File: src/rtl/cpu_clint_pkg.sv
// Shared definitions for the core-local interrupt block: bus word width,
// register offsets and the address decoder used by cpu_clint.
package cpu_clint_pkg;

    localparam int WORD_WIDTH = 32;

    localparam logic [15:0] CLINT_MSIP_ADDR        = 16'h0000;
    localparam logic [15:0] CLINT_MTIMECMP_LO_ADDR = 16'h4000;
    localparam logic [15:0] CLINT_MTIMECMP_HI_ADDR = 16'h4004;
    localparam logic [15:0] CLINT_MTIME_LO_ADDR    = 16'hBFF8;
    localparam logic [15:0] CLINT_MTIME_HI_ADDR    = 16'hBFFC;

    typedef enum logic [2:0] {
        SEL_NONE,
        SEL_MSIP,
        SEL_CMP_LO,
        SEL_CMP_HI,
        SEL_TIME_LO,
        SEL_TIME_HI
    } reg_sel_e;

    // Word-address decode; byte-lane bits are dropped by the caller.
    function automatic reg_sel_e decode_addr(input logic [13:0] word_addr);
        reg_sel_e sel;
        sel = SEL_NONE;
        if      (word_addr == CLINT_MSIP_ADDR[15:2])        sel = SEL_MSIP;
        else if (word_addr == CLINT_MTIMECMP_LO_ADDR[15:2]) sel = SEL_CMP_LO;
        else if (word_addr == CLINT_MTIMECMP_HI_ADDR[15:2]) sel = SEL_CMP_HI;
        else if (word_addr == CLINT_MTIME_LO_ADDR[15:2])    sel = SEL_TIME_LO;
        else if (word_addr == CLINT_MTIME_HI_ADDR[15:2])    sel = SEL_TIME_HI;
        return sel;
    endfunction

endpackage

File: src/rtl/cpu_clint_sync2.sv
// Two-flop synchronizer for the asynchronous external interrupt line.
// Only instantiated when CLINT_EXT_SYNC_EN is defined.
module clint_sync2 (
    input  logic clk,
    input  logic rst,
    input  logic d,
    output logic q
);

    logic [1:0] sync_pipe;

    // Shift the async input through two flops before anyone looks at it.
    always_ff @(posedge clk) begin
        if (rst) sync_pipe <= '0;
        else     sync_pipe <= {sync_pipe[0], d};
    end

    assign q = sync_pipe[1];

endmodule

File: src/rtl/cpu_clint.sv
// Core-local interrupt block: mtime/mtimecmp timer, msip software interrupt
// and latched external interrupt, with a single-beat register bus.
// Optional feature: define CLINT_EXT_SYNC_EN to put ext_irq through a
// 2-flop synchronizer (adds 2 cycles of latency to meip).
module cpu_clint
    import cpu_clint_pkg::*;
#(
    parameter int TICK_DIV = 1
) (
    input  logic                  clk,
    input  logic                  rst,
    input  logic                  bus_req,
    input  logic                  bus_we,
    input  logic [15:0]           bus_addr,
    input  logic [WORD_WIDTH-1:0] bus_wdata,
    output logic [WORD_WIDTH-1:0] bus_rdata,
    output logic                  bus_ack,
    input  logic                  ext_irq,
    input  logic                  external_int_clear,
    input  logic                  software_int_clear,
    input  logic                  timer_int_clear,
    output logic                  csr_mip_meip,
    output logic                  csr_mip_mtip,
    output logic                  csr_mip_msip
);

    localparam int PW = (TICK_DIV > 1) ? $clog2(TICK_DIV) : 1;

    logic [PW-1:0]         presc;
    logic                  tick;
    logic [63:0]           mtime, mtime_nxt;
    logic [63:0]           mtimecmp, cmp_nxt;
    logic                  msip, msip_nxt;
    logic                  timer_masked, masked_nxt;
    logic                  meip_pend, meip_nxt;
    logic                  ext_armed, armed_nxt;
    logic                  mtip_q, mtip_nxt;
    logic                  tclr_q, sclr_q, eclr_q;
    logic                  tclr_rise, sclr_rise, eclr_rise;
    logic                  wr;
    logic                  ext_s;
    reg_sel_e              sel;
    logic [WORD_WIDTH-1:0] rd_mux;
    logic                  unused_addr_bits;

    assign unused_addr_bits = ^bus_addr[1:0];

    assign sel  = decode_addr(bus_addr[15:2]);
    assign wr   = bus_req & bus_we;
    assign tick = (presc == PW'(TICK_DIV - 1));

    // Clears are level handshakes held until the bit drops; only the
    // rising edge acts, so a held clear can never eat a new event.
    assign tclr_rise = timer_int_clear    & ~tclr_q;
    assign sclr_rise = software_int_clear & ~sclr_q;
    assign eclr_rise = external_int_clear & ~eclr_q;

`ifdef CLINT_EXT_SYNC_EN
    clint_sync2 u_ext_sync (
        .clk (clk),
        .rst (rst),
        .d   (ext_irq),
        .q   (ext_s)
    );
`else
    assign ext_s = ext_irq;
`endif

    // Next-state for all architectural state; pending bits are computed
    // from next-state values so every output is a plain flop.
    always_comb begin
        mtime_nxt  = mtime;
        cmp_nxt    = mtimecmp;
        msip_nxt   = msip;
        masked_nxt = timer_masked;
        meip_nxt   = meip_pend;
        armed_nxt  = ext_armed;

        // A bus write to either mtime half suppresses that cycle's tick.
        if (wr && sel == SEL_TIME_LO)      mtime_nxt[31:0]  = bus_wdata;
        else if (wr && sel == SEL_TIME_HI) mtime_nxt[63:32] = bus_wdata;
        else if (tick)                     mtime_nxt        = mtime + 64'd1;

        if (tclr_rise) masked_nxt = 1'b1;
        if (wr && sel == SEL_CMP_LO) begin
            cmp_nxt[31:0] = bus_wdata;
            masked_nxt    = 1'b0;
        end
        if (wr && sel == SEL_CMP_HI) begin
            cmp_nxt[63:32] = bus_wdata;
            masked_nxt     = 1'b0;
        end

        if (sclr_rise)              msip_nxt = 1'b0;
        if (wr && sel == SEL_MSIP)  msip_nxt = bus_wdata[0];

        // After a clear the line must be seen low before it can re-pend.
        if (eclr_rise) begin
            meip_nxt  = 1'b0;
            armed_nxt = 1'b0;
        end else begin
            if (!ext_s)              armed_nxt = 1'b1;
            if (ext_s && ext_armed)  meip_nxt  = 1'b1;
        end

        mtip_nxt = (mtime_nxt >= cmp_nxt) && !masked_nxt;
    end

    // Read mux; mtime reads see the value before this edge's increment.
    always_comb begin
        rd_mux = '0;
        case (sel)
            SEL_MSIP:    rd_mux = {{(WORD_WIDTH-1){1'b0}}, msip};
            SEL_CMP_LO:  rd_mux = mtimecmp[31:0];
            SEL_CMP_HI:  rd_mux = mtimecmp[63:32];
            SEL_TIME_LO: rd_mux = mtime[31:0];
            SEL_TIME_HI: rd_mux = mtime[63:32];
            default:     rd_mux = '0;
        endcase
    end

    // State registers, prescaler, clear-edge history and bus response.
    always_ff @(posedge clk) begin
        if (rst) begin
            presc        <= '0;
            mtime        <= '0;
            mtimecmp     <= '1;
            msip         <= 1'b0;
            timer_masked <= 1'b0;
            meip_pend    <= 1'b0;
            ext_armed    <= 1'b1;
            mtip_q       <= 1'b0;
            tclr_q       <= 1'b0;
            sclr_q       <= 1'b0;
            eclr_q       <= 1'b0;
            bus_ack      <= 1'b0;
            bus_rdata    <= '0;
        end else begin
            presc        <= tick ? '0 : presc + PW'(1);
            mtime        <= mtime_nxt;
            mtimecmp     <= cmp_nxt;
            msip         <= msip_nxt;
            timer_masked <= masked_nxt;
            meip_pend    <= meip_nxt;
            ext_armed    <= armed_nxt;
            mtip_q       <= mtip_nxt;
            tclr_q       <= timer_int_clear;
            sclr_q       <= software_int_clear;
            eclr_q       <= external_int_clear;
            bus_ack      <= bus_req;
            bus_rdata    <= (bus_req && !bus_we) ? rd_mux : '0;
        end
    end

    assign csr_mip_mtip = mtip_q;
    assign csr_mip_msip = msip;
    assign csr_mip_meip = meip_pend;

endmodule
File: config.mk
export PLATFORM = sky130hd
export DESIGN_NAME = cpu_clint
export DESIGN_NICKNAME = d
export VERILOG_FILES = /design/src/rtl/cpu_clint_pkg.sv /design/src/rtl/cpu_clint_sync2.sv /design/src/rtl/cpu_clint.sv
export SDC_FILE = /design/constraint.sdc
export NUM_CORES = 1
export LEC_CHECK = 0
export CAP_MARGIN = 10
export CORE_UTILIZATION = 58
export CTS_BUF_LIST = sky130_fd_sc_hd__clkbuf_8 sky130_fd_sc_hd__clkbuf_16
export DETAILED_ROUTE_END_ITERATION = 8
export PLACE_DENSITY_LB_ADDON = 0.08
export SLEW_MARGIN = 10
export SYNTH_ARGS = -nofsm -noshare
export SYNTH_HDL_FRONTEND = slang
export SYNTH_SLANG_ARGS = --single-unit
export TNS_END_PERCENT = 100
File: constraint.sdc
create_clock -name clk -period 5.1 [get_ports clk]
set_input_delay 0.765 -clock clk [delete_from_list [all_inputs] [get_ports clk]]
set_output_delay 0.765 -clock clk [all_outputs]
set_load 0.02 [all_outputs]
Word-level counts from Yosys, hierarchy flattened:

Cells that the tools add are included.

* muxes and demuxes: 20
* order comparisons: 1
* shift-type cells: 0
* bitwise gates (word level): 9
* reductions and logical operators: 15
* multiply operators: 0
* add/subtract/negate cells: 2
* eq/ne operators: 10
* div/mod/pow operators: 0

Operator list (count)
* 32-bit two-way mux: 6
* 32-bit one-hot mux with 5 select lines: 1
* 64-bit by 1-bit adder with 64-bit output, second input constant: 1
* 64-bit greater-or-equal comparator: 1
* 64-bit two-way mux: 1
* 14-bit by 13-bit equality test with 1-bit output, second input constant: 2
* 14-bit equality test, second input constant: 2
* 3-bit two-way mux: 5
* 14-bit logical NOT: 1
* 1-bit logical AND: 8
* 1-bit two-way mux: 7
* 3-bit by 2-bit equality test with 1-bit output, second input constant: 2
* 3-bit equality test, second input constant: 2
* 2-bit OR reduction: 3
* 1-bit NOT: 5
* 1-bit bitwise AND: 4
* 3-bit by 1-bit equality test with 1-bit output, second input constant: 1
* 1-bit logical NOT: 2
* 2-bit by 1-bit inequality test with 1-bit output, second input constant: 1
* 2-bit nonzero test: 1
* 1-bit adder, second input constant: 1

* bits in writable memories: 0
* word-level logic and storage cells: 70
* memories: 0
* memory bits (read-only): 0
* output and inout bits: 36
* flip-flop bits (word level): 170
* latch bits: 0

Logic depth before layout (Yosys ltp):

Gate-level depths: netlist of run 1.

* depth in word-level cells: 12
* gate-level depth with buffers: 16

Worst setup path after synthesis of run 1:

OpenSTA, ideal clock, no wires.

* kind: input -> register
* start point: input bus_addr[14]
* end point: register mtip_q (netlist: csr_mip_mtip)
* data arrival time: 3.983 ns
* slack: 1.026 ns
* path buffers: 3
* data required time: 5.009 ns
* cell stages on the path: 15
* cells stage by stage: clkbuf_1 > nand3b_1 > nor4_1 > clkbuf_1 > nand2_1 > clkbuf_1 > a311oi_1 > nor3_1 > ha_1 > nand4_1 > nor4_1 > nand2_1 > and4b_1 > o21ai_0 > a311oi_1

* cells in the longest elaborated chain, start to end: 12
* elaborated cells between the ends (all ways): 29
* classes of those cells: order compare: 1; eq/ne: 8; mux: 13; reduce/logical: 7

Ends and longest elaborated chain
* from (decl): RTL line cpu_clint.sv:14 `input logic [15:0] bus_addr,`
* 14-bit equality test: RTL line cpu_clint_pkg.sv:30 `else if (word_addr == CLINT_MTIME_HI_ADDR[15:2]) sel = SEL_TIME_HI;`
* 3-bit two-way mux: RTL line cpu_clint_pkg.sv:30
* 3-bit two-way mux: RTL line cpu_clint_pkg.sv:29 `else if (word_addr == CLINT_MTIME_LO_ADDR[15:2]) sel = SEL_TIME_LO;`
* 3-bit two-way mux: RTL line cpu_clint_pkg.sv:28 `else if (word_addr == CLINT_MTIMECMP_HI_ADDR[15:2]) sel = SEL_CMP_HI;`
* 3-bit two-way mux: RTL line cpu_clint_pkg.sv:27 `else if (word_addr == CLINT_MTIMECMP_LO_ADDR[15:2]) sel = SEL_CMP_LO;`
* 3-bit two-way mux *: RTL line cpu_clint_pkg.sv:26 `if (word_addr == CLINT_MSIP_ADDR[15:2]) sel = SEL_MSIP;`
* 3-bit equality test: RTL line cpu_clint.sv:81 `else if (wr && sel == SEL_TIME_HI) mtime_nxt[63:32] = bus_wdata;`
* 1-bit logical AND: RTL line cpu_clint.sv:81
* 32-bit two-way mux: RTL line cpu_clint.sv:81
* 32-bit two-way mux *: RTL line cpu_clint.sv:80 `if (wr && sel == SEL_TIME_LO) mtime_nxt[31:0] = bus_wdata;`
* net mtime_nxt[63]: RTL line cpu_clint.sv:31 `logic [63:0] mtime, mtime_nxt;`
* 64-bit greater-or-equal comparator *: RTL line cpu_clint.sv:106 `mtip_nxt = (mtime_nxt >= cmp_nxt) && !masked_nxt;`
* 1-bit logical AND *: RTL line cpu_clint.sv:106
* to (signal assigned): RTL line cpu_clint.sv:146 `mtip_q <= mtip_nxt;`
* to (decl): RTL line cpu_clint.sv:37 `logic mtip_q, mtip_nxt;`

The timed path passes the listed nets; every way through them passes the cells marked *.
A chain may end at the register's enable or synchronous reset.

Worst setup path after layout of run 1:

* start point: register mtime[35]
* end point: register mtip_q (netlist: csr_mip_mtip)

* cells in the longest elaborated chain, start to end: 6

Ends and longest elaborated chain
* from (decl): RTL line cpu_clint.sv:31
* from (signal assigned): RTL line cpu_clint.sv:140 `mtime <= mtime_nxt;`
* 64-bit by 1-bit adder with 64-bit output: RTL line cpu_clint.sv:82 `else if (tick) mtime_nxt = mtime + 64'd1;`
* 64-bit two-way mux: RTL line cpu_clint.sv:82
* 32-bit two-way mux: RTL line cpu_clint.sv:81
* 32-bit two-way mux: RTL line cpu_clint.sv:80
* net mtime_nxt[61]: RTL line cpu_clint.sv:31
* 64-bit greater-or-equal comparator: RTL line cpu_clint.sv:106
* 1-bit logical AND: RTL line cpu_clint.sv:106

The timed path passes the listed nets, and every way through them passes these cells.

==> results.cfg, run 1 <==
[grt]
overflow = 0
antenna_found_initial = 0
grt_pass1_vias = 9089
grt_pass1_wl_um = 48900
grt_max_degree = 60
grt_usage = 0.347

[finish]
syn_to_final_growth_pct = 17.5
nNetsFinal = 1372
antenna_cells = 0
final_util = 0.694
mostFrequentLayoutCells = 170 x dfxtp_1, 133 x mux2i_1, 120 x nand2_1
drive_above_1_share = 0.0657
reg.largest.list = mtime (64), mtimecmp (64), bus_rdata (32)
final_common_cell = dfxtp_1

[worst_hold_path]
min_path_type = register to register

[logic_synthesis]
syn_inst = 1187
ys_seq_area_frac = 0.334
synth_warnings = 0
synth_cell_types = 75
synth_edf_count = 0
ys_ff_latch = 170
mappedNetlistArea_um2 = 10200
synth_ff_type = dfxtp_1
avgSynthCellArea_um2 = 8.58
syn_nets = 1308
async_flop_share = 0

[route]
wl_met3_um = 2510
wl_per_cell_um = 20.7
dr.pass1.iters = 6
drc = 0
dr_wl_met2_um = 13700
drtAntennaViolNets = 0
wl_um = 30900
vias = 9770
via_per_inst = 6.56
m1WireLength_um = 13600
top_layer = met4
drt_iter0_drc = 1264

[run_status]
status = finished, final reports clean

[pwr]
leakagePower_nw = 5.00
total_power_mw = 2.88
power.density_nw_per_um2 = 241
peakVddDrop_mv = 0.241

[sta]
timing.final.crit_share = 0.911
rsz0062_at_grt = false
finalSetupViolations = 0
hold_viol_final = 0
slew_headroom = 0.209
clock_skew_ns = 0.00973
setup_tns_ns = 0
fin_crit_ns = 4.64
worstMarginPinSlew_ns = 1.18
drv_slew = 0
fmax_mhz = 215

[floorplan]
core_um2 = 17200
start_util = 0.591
rows = 48
io_pins = 92
die_y_um = 134
die_area_um2 = 18100
die-width_um = 134

[worst_setup_path]
cp-start-kind = register
cpPeakStageDelay_ns = 0.67
r2r_slack_ns = 0.46
critical_path_required_ns = 5.43
cpMaxStageDelayCell = or4_1
cp_max_fo = 7
arrival_ns = 4.98
path_class = register to register
endpoint_kind = register
path_cells = nand4_1 -> or4_1 -> nor3_1 -> nand2_1 -> o311ai_0 -> nand3_1 -> ha_1 -> nand4_1 -> nor4_1 -> nand2_1 -> and4b_1 -> o21ai_0 -> a311oi_1

[clock_network]
cts.sinks = 170
post-cts-setup-buffers = 0
cts.root.buffer_cell = clkbuf_16
path_clk_slew_ns = 0.07
holdBufCountCts = 0
htreeDepth = 4
cts_made_buffers = 17
cts_resized = 0
clk_latency_ns = 0.44
cts_buffer_depth = 2
cts_tree = yes

[place]
place_congestion = 0.941
dp_hpwl_um = 21500
io_buffers = 89

[run]
drv_cap = 0
cell families after synthesis:
kind of cell    after synthesis  synth area share
mux                         134             0.132
flops                       170             0.334
other cells                   1          0.000368
xor+xnor                     28            0.0241
fa+ha+maj                    65            0.0799
simple gates                463             0.230
compound gates              239             0.166
buf+inv                      87            0.0340
final timing paths:
path	startpoint	to	cells after the start
worst min-delay path	timer_masked	timer_masked	2
worst min register to register	timer_masked	timer_masked	2
worst max-delay path	mtime[35]	csr_mip_mtip	13
worst max register to register	mtime[35]	csr_mip_mtip	13
power breakdown:
part	leakage, nW	total (mW)	switching, mW	internal [mW]
clock network	0.307	1.39	0.589	0.798
logic	3.32	0.155	0.0864	0.0686
registers	1.37	1.34	0.00613	1.33
total	5.00	2.88	0.682	2.20
metal layers:
| layer | global-route usage | vias up |
|---|---|---|
| met5 | 0 | - |
| met4 | 0.152 | 0 |
| met3 | 0.0642 | 90 |
| met2 | 0.527 | 473 |
| met1 | 0.479 | 4623 |
| li1 | - | 4584 |
worst max-delay path, delay by kind of cell, from the launching register on:
family                     cells  cell delay, ns
and+or+nand+nor                9            2.82
AOI/OAI and AO/OA              3            0.86
DFF                            1            0.48
adders and majority gates      1            0.38
cells in the mapped netlist, types with 3 or more instances:
cell | instances | area share
o211ai_1 | 7 | 0.0052
o311a_1 | 3 | 0.0029
o311ai_1 | 3 | 0.0026
inv_1 | 12 | 0.0044
and2_1 | 20 | 0.012
or3_1 | 5 | 0.0031
and3_1 | 16 | 0.0098
nor2b_1 | 8 | 0.0049
o22a_1 | 31 | 0.027
a21oi_1 | 57 | 0.028
xor2_1 | 24 | 0.021
dfxtp_1 | 170 | 0.33
o21ai_0 | 27 | 0.013
a21o_1 | 8 | 0.0059
xnor2_1 | 4 | 0.0034
mux2i_1 | 133 | 0.13
a41oi_1 | 3 | 0.0026
nand4_1 | 41 | 0.025
nand3_1 | 41 | 0.020
nand3b_1 | 4 | 0.0029
nand2b_1 | 7 | 0.0043
nor4_1 | 17 | 0.010
a311oi_1 | 9 | 0.0077
and4_1 | 14 | 0.012
buf_2 | 9 | 0.0044
a22oi_1 | 6 | 0.0044
a31oi_1 | 20 | 0.012
ha_1 | 65 | 0.080
nand2_1 | 121 | 0.045
nor3_1 | 30 | 0.015
clkbuf_1 | 56 | 0.021
a211oi_1 | 30 | 0.022
o22ai_1 | 3 | 0.0018
buf_1 | 7 | 0.0026
nor2_1 | 113 | 0.042
or4_1 | 8 | 0.0059
a211o_1 | 3 | 0.0026
per-stage QoR:
stage | instance area [um^2] | hold slack, ns | instances | worst slack, ns
after floorplan | 10200 | 0.455 | 1187 | 1.03
after global placement | 11300 | 0.471 | 1457 | 0.309
after detailed placement | 11300 | 0.477 | 1457 | 0.207
after CTS | 12000 | 0.493 | 1489 | 0.642
after global routing | 12000 | 0.519 | 1489 | 0.116
final | 12000 | 0.497 | 1489 | 0.456
area by class of cell:
class | count | area, um^2
tap | 225 | 282
clock buffer | 18 | 439
sequential | 170 | 3400
timing repair buffer | 119 | 1150
multi-input combinational | 930 | 6460
clock inverter | 14 | 185
fill | 1423 | 5280
inverter | 13 | 48.8
Power figures use the tool's default switching activity.
==> inputs of run 2 (changes only) <==
Settings changed: SYNTH_HIERARCHICAL set to 1.
==> results of run 2 <==
Final layout, timing and power as in run 1 (identical DEF).
Among the figures that moved: Yosys warning count 0 -> 6
==> inputs of run 3 (changes only) <==
Settings changed: CELL_PAD_IN_SITES_DETAIL_PLACEMENT set to 1, CELL_PAD_IN_SITES_GLOBAL_PLACEMENT set to 1, CORE_UTILIZATION 58 to 44, SYNTH_HIERARCHICAL 1 to unset, TNS_END_PERCENT 100 to unset.
==> results.cfg, run 3 (synthesis gave the netlist of run 1 again) <==
[finish]
final_cells = 1554
nNetsFinal = 1377
final_util = 0.531
mostFrequentLayoutCells = 170 x dfxtp_1, 133 x mux2i_1, 120 x nand2_1
reg.largest.list = mtime (64), mtimecmp (64), bus_rdata (32)
syn_to_final_growth_pct = 18.1
final_common_cell = dfxtp_1
antenna_cells = 0
drive_above_1_share = 0.0701

[clock_network]
cts.sinks = 170
cts.root.buffer_cell = clkbuf_16
cts_made_buffers = 17
path_clk_slew_ns = 0.07
cts_buffer_depth = 2
cts_tree = yes
clk_latency_ns = 0.44
htreeDepth = 4

[sta]
drv_slew = 0
timing.final.crit_share = 0.936
setup_tns_ns = 0
fmax_mhz = 210
hold_viol_final = 0
worstMarginPinSlew_ns = 1.04
fin_crit_ns = 4.77
finalSetupViolations = 0
hold-worst-slack_ns = 0.505
clock_skew_ns = 0.00916
rsz0062_at_grt = false
slew_headroom = 0.303

[route]
drt_iter0_drc = 744
wl_per_cell_um = 22.9
via_per_inst = 6.30
dr.pass1.iters = 5
top_layer = met4
dr_wl_met2_um = 16000
vias = 9796
wl_um = 35600
wl_met3_um = 1920
m1WireLength_um = 16700
drtAntennaViolNets = 0
drc = 0

[run_status]
status = finished, final reports clean

[worst_setup_path]
critical_path_required_ns = 5.45
cp_max_fo = 8
endpoint_kind = register
arrival_ns = 5.12
path_class = register to register
path_buf_inv = 0
cpPeakStageDelay_ns = 0.58
cp-start-kind = register
path_delay_family = simple AND/OR/NAND/NOR gates
cpMaxStageDelayCell = nor4_1
r2r_slack_ns = 0.33
path_cells = nand3_1 -> nor4_1 -> and4_1 -> nand2_1 -> o311ai_0 -> nand3_1 -> ha_1 -> nand4_1 -> nor4_1 -> nand2_1 -> and4b_1 -> o21ai_0 -> a311oi_1

[grt]
overflow = 0
grt_max_degree = 80
grt_pass1_vias = 9827
grt_usage = 0.305
antenna_found_initial = 0
grt_pass1_wl_um = 55900

[pwr]
total_power_mw = 2.80
swShare = 0.261
sequentialPowerShare = 0.479
power.density_nw_per_um2 = 233
leakagePower_nw = 5.01
peakVddDrop_mv = 0.196
switchingPower_mw = 0.730
pwr-share-comb = 0.057
p_clk_frac = 0.464
intPower_mw = 2.07

[place]
place_congestion = 0.849
io_buffers = 89
dp.cells = 1522
dp_hpwl_um = 25700

[worst_hold_path]
min_path_type = register to register

[floorplan]
die_y_um = 154
rows = 55
core_um2 = 22600
io_pins = 92
start_util = 0.450
die_area_um2 = 23800
die-width_um = 154

[run]
drv_cap = 0
[run 3: power by group through the flow]
stage	combinational, mW	sequential, mW	clock (mW)
after floorplan	0.0694	1.37	0
after global placement	0.156	1.37	0
after detailed placement	0.157	1.37	0
after CTS	0.158	1.34	1.31
after global routing	0.169	1.34	1.36
final	0.159	1.34	1.30
[run 3: final timing paths]
| kind | startpoint | to | cells after the start |
|---|---|---|---|
| max | mtime[33] | csr_mip_mtip | 13 |
| min | timer_masked | timer_masked | 2 |
| max reg2reg | mtime[33] | csr_mip_mtip | 13 |
| min reg2reg | timer_masked | timer_masked | 2 |
[run 3: repair_timing]
action / 4_1_cts / 5_1_grt
hold buffers: 0 / 0
setup endpoints to repair: 0 / 1
gates resized for setup: 0 / 1
setup buffers: 0 / 0
[run 3: routing by layer]
metal  vias up  track usage
li1       4585            -
met1      4808        0.422
met2       340        0.480
met3        63       0.0474
met4         0        0.105
met5         -            0
[run 3: layout make-up]
cell class	count	area, um^2
fill	2669	10600
multi-input combinational	930	6470
sequential	170	3400
timing repair buffer	124	1180
clock buffer	19	453
tap	285	357
clock inverter	13	109
inverter	13	48.8
[run 3: through the flow]
stage / area (um^2) / setup WS, ns
after floorplan: 10200 / 1.03
after global placement: 11500 / 0.385
after detailed placement: 11500 / 0.255
after CTS: 12000 / 0.303
after global routing: 12000 / 0.0721
final: 12000 / 0.329
[run 3: tightest hold or removal path: stages, from the launching register on]
cell and delay, ns:
dfxtp_1 0.31, o22ai_1 0.07, nor2_1 0.08
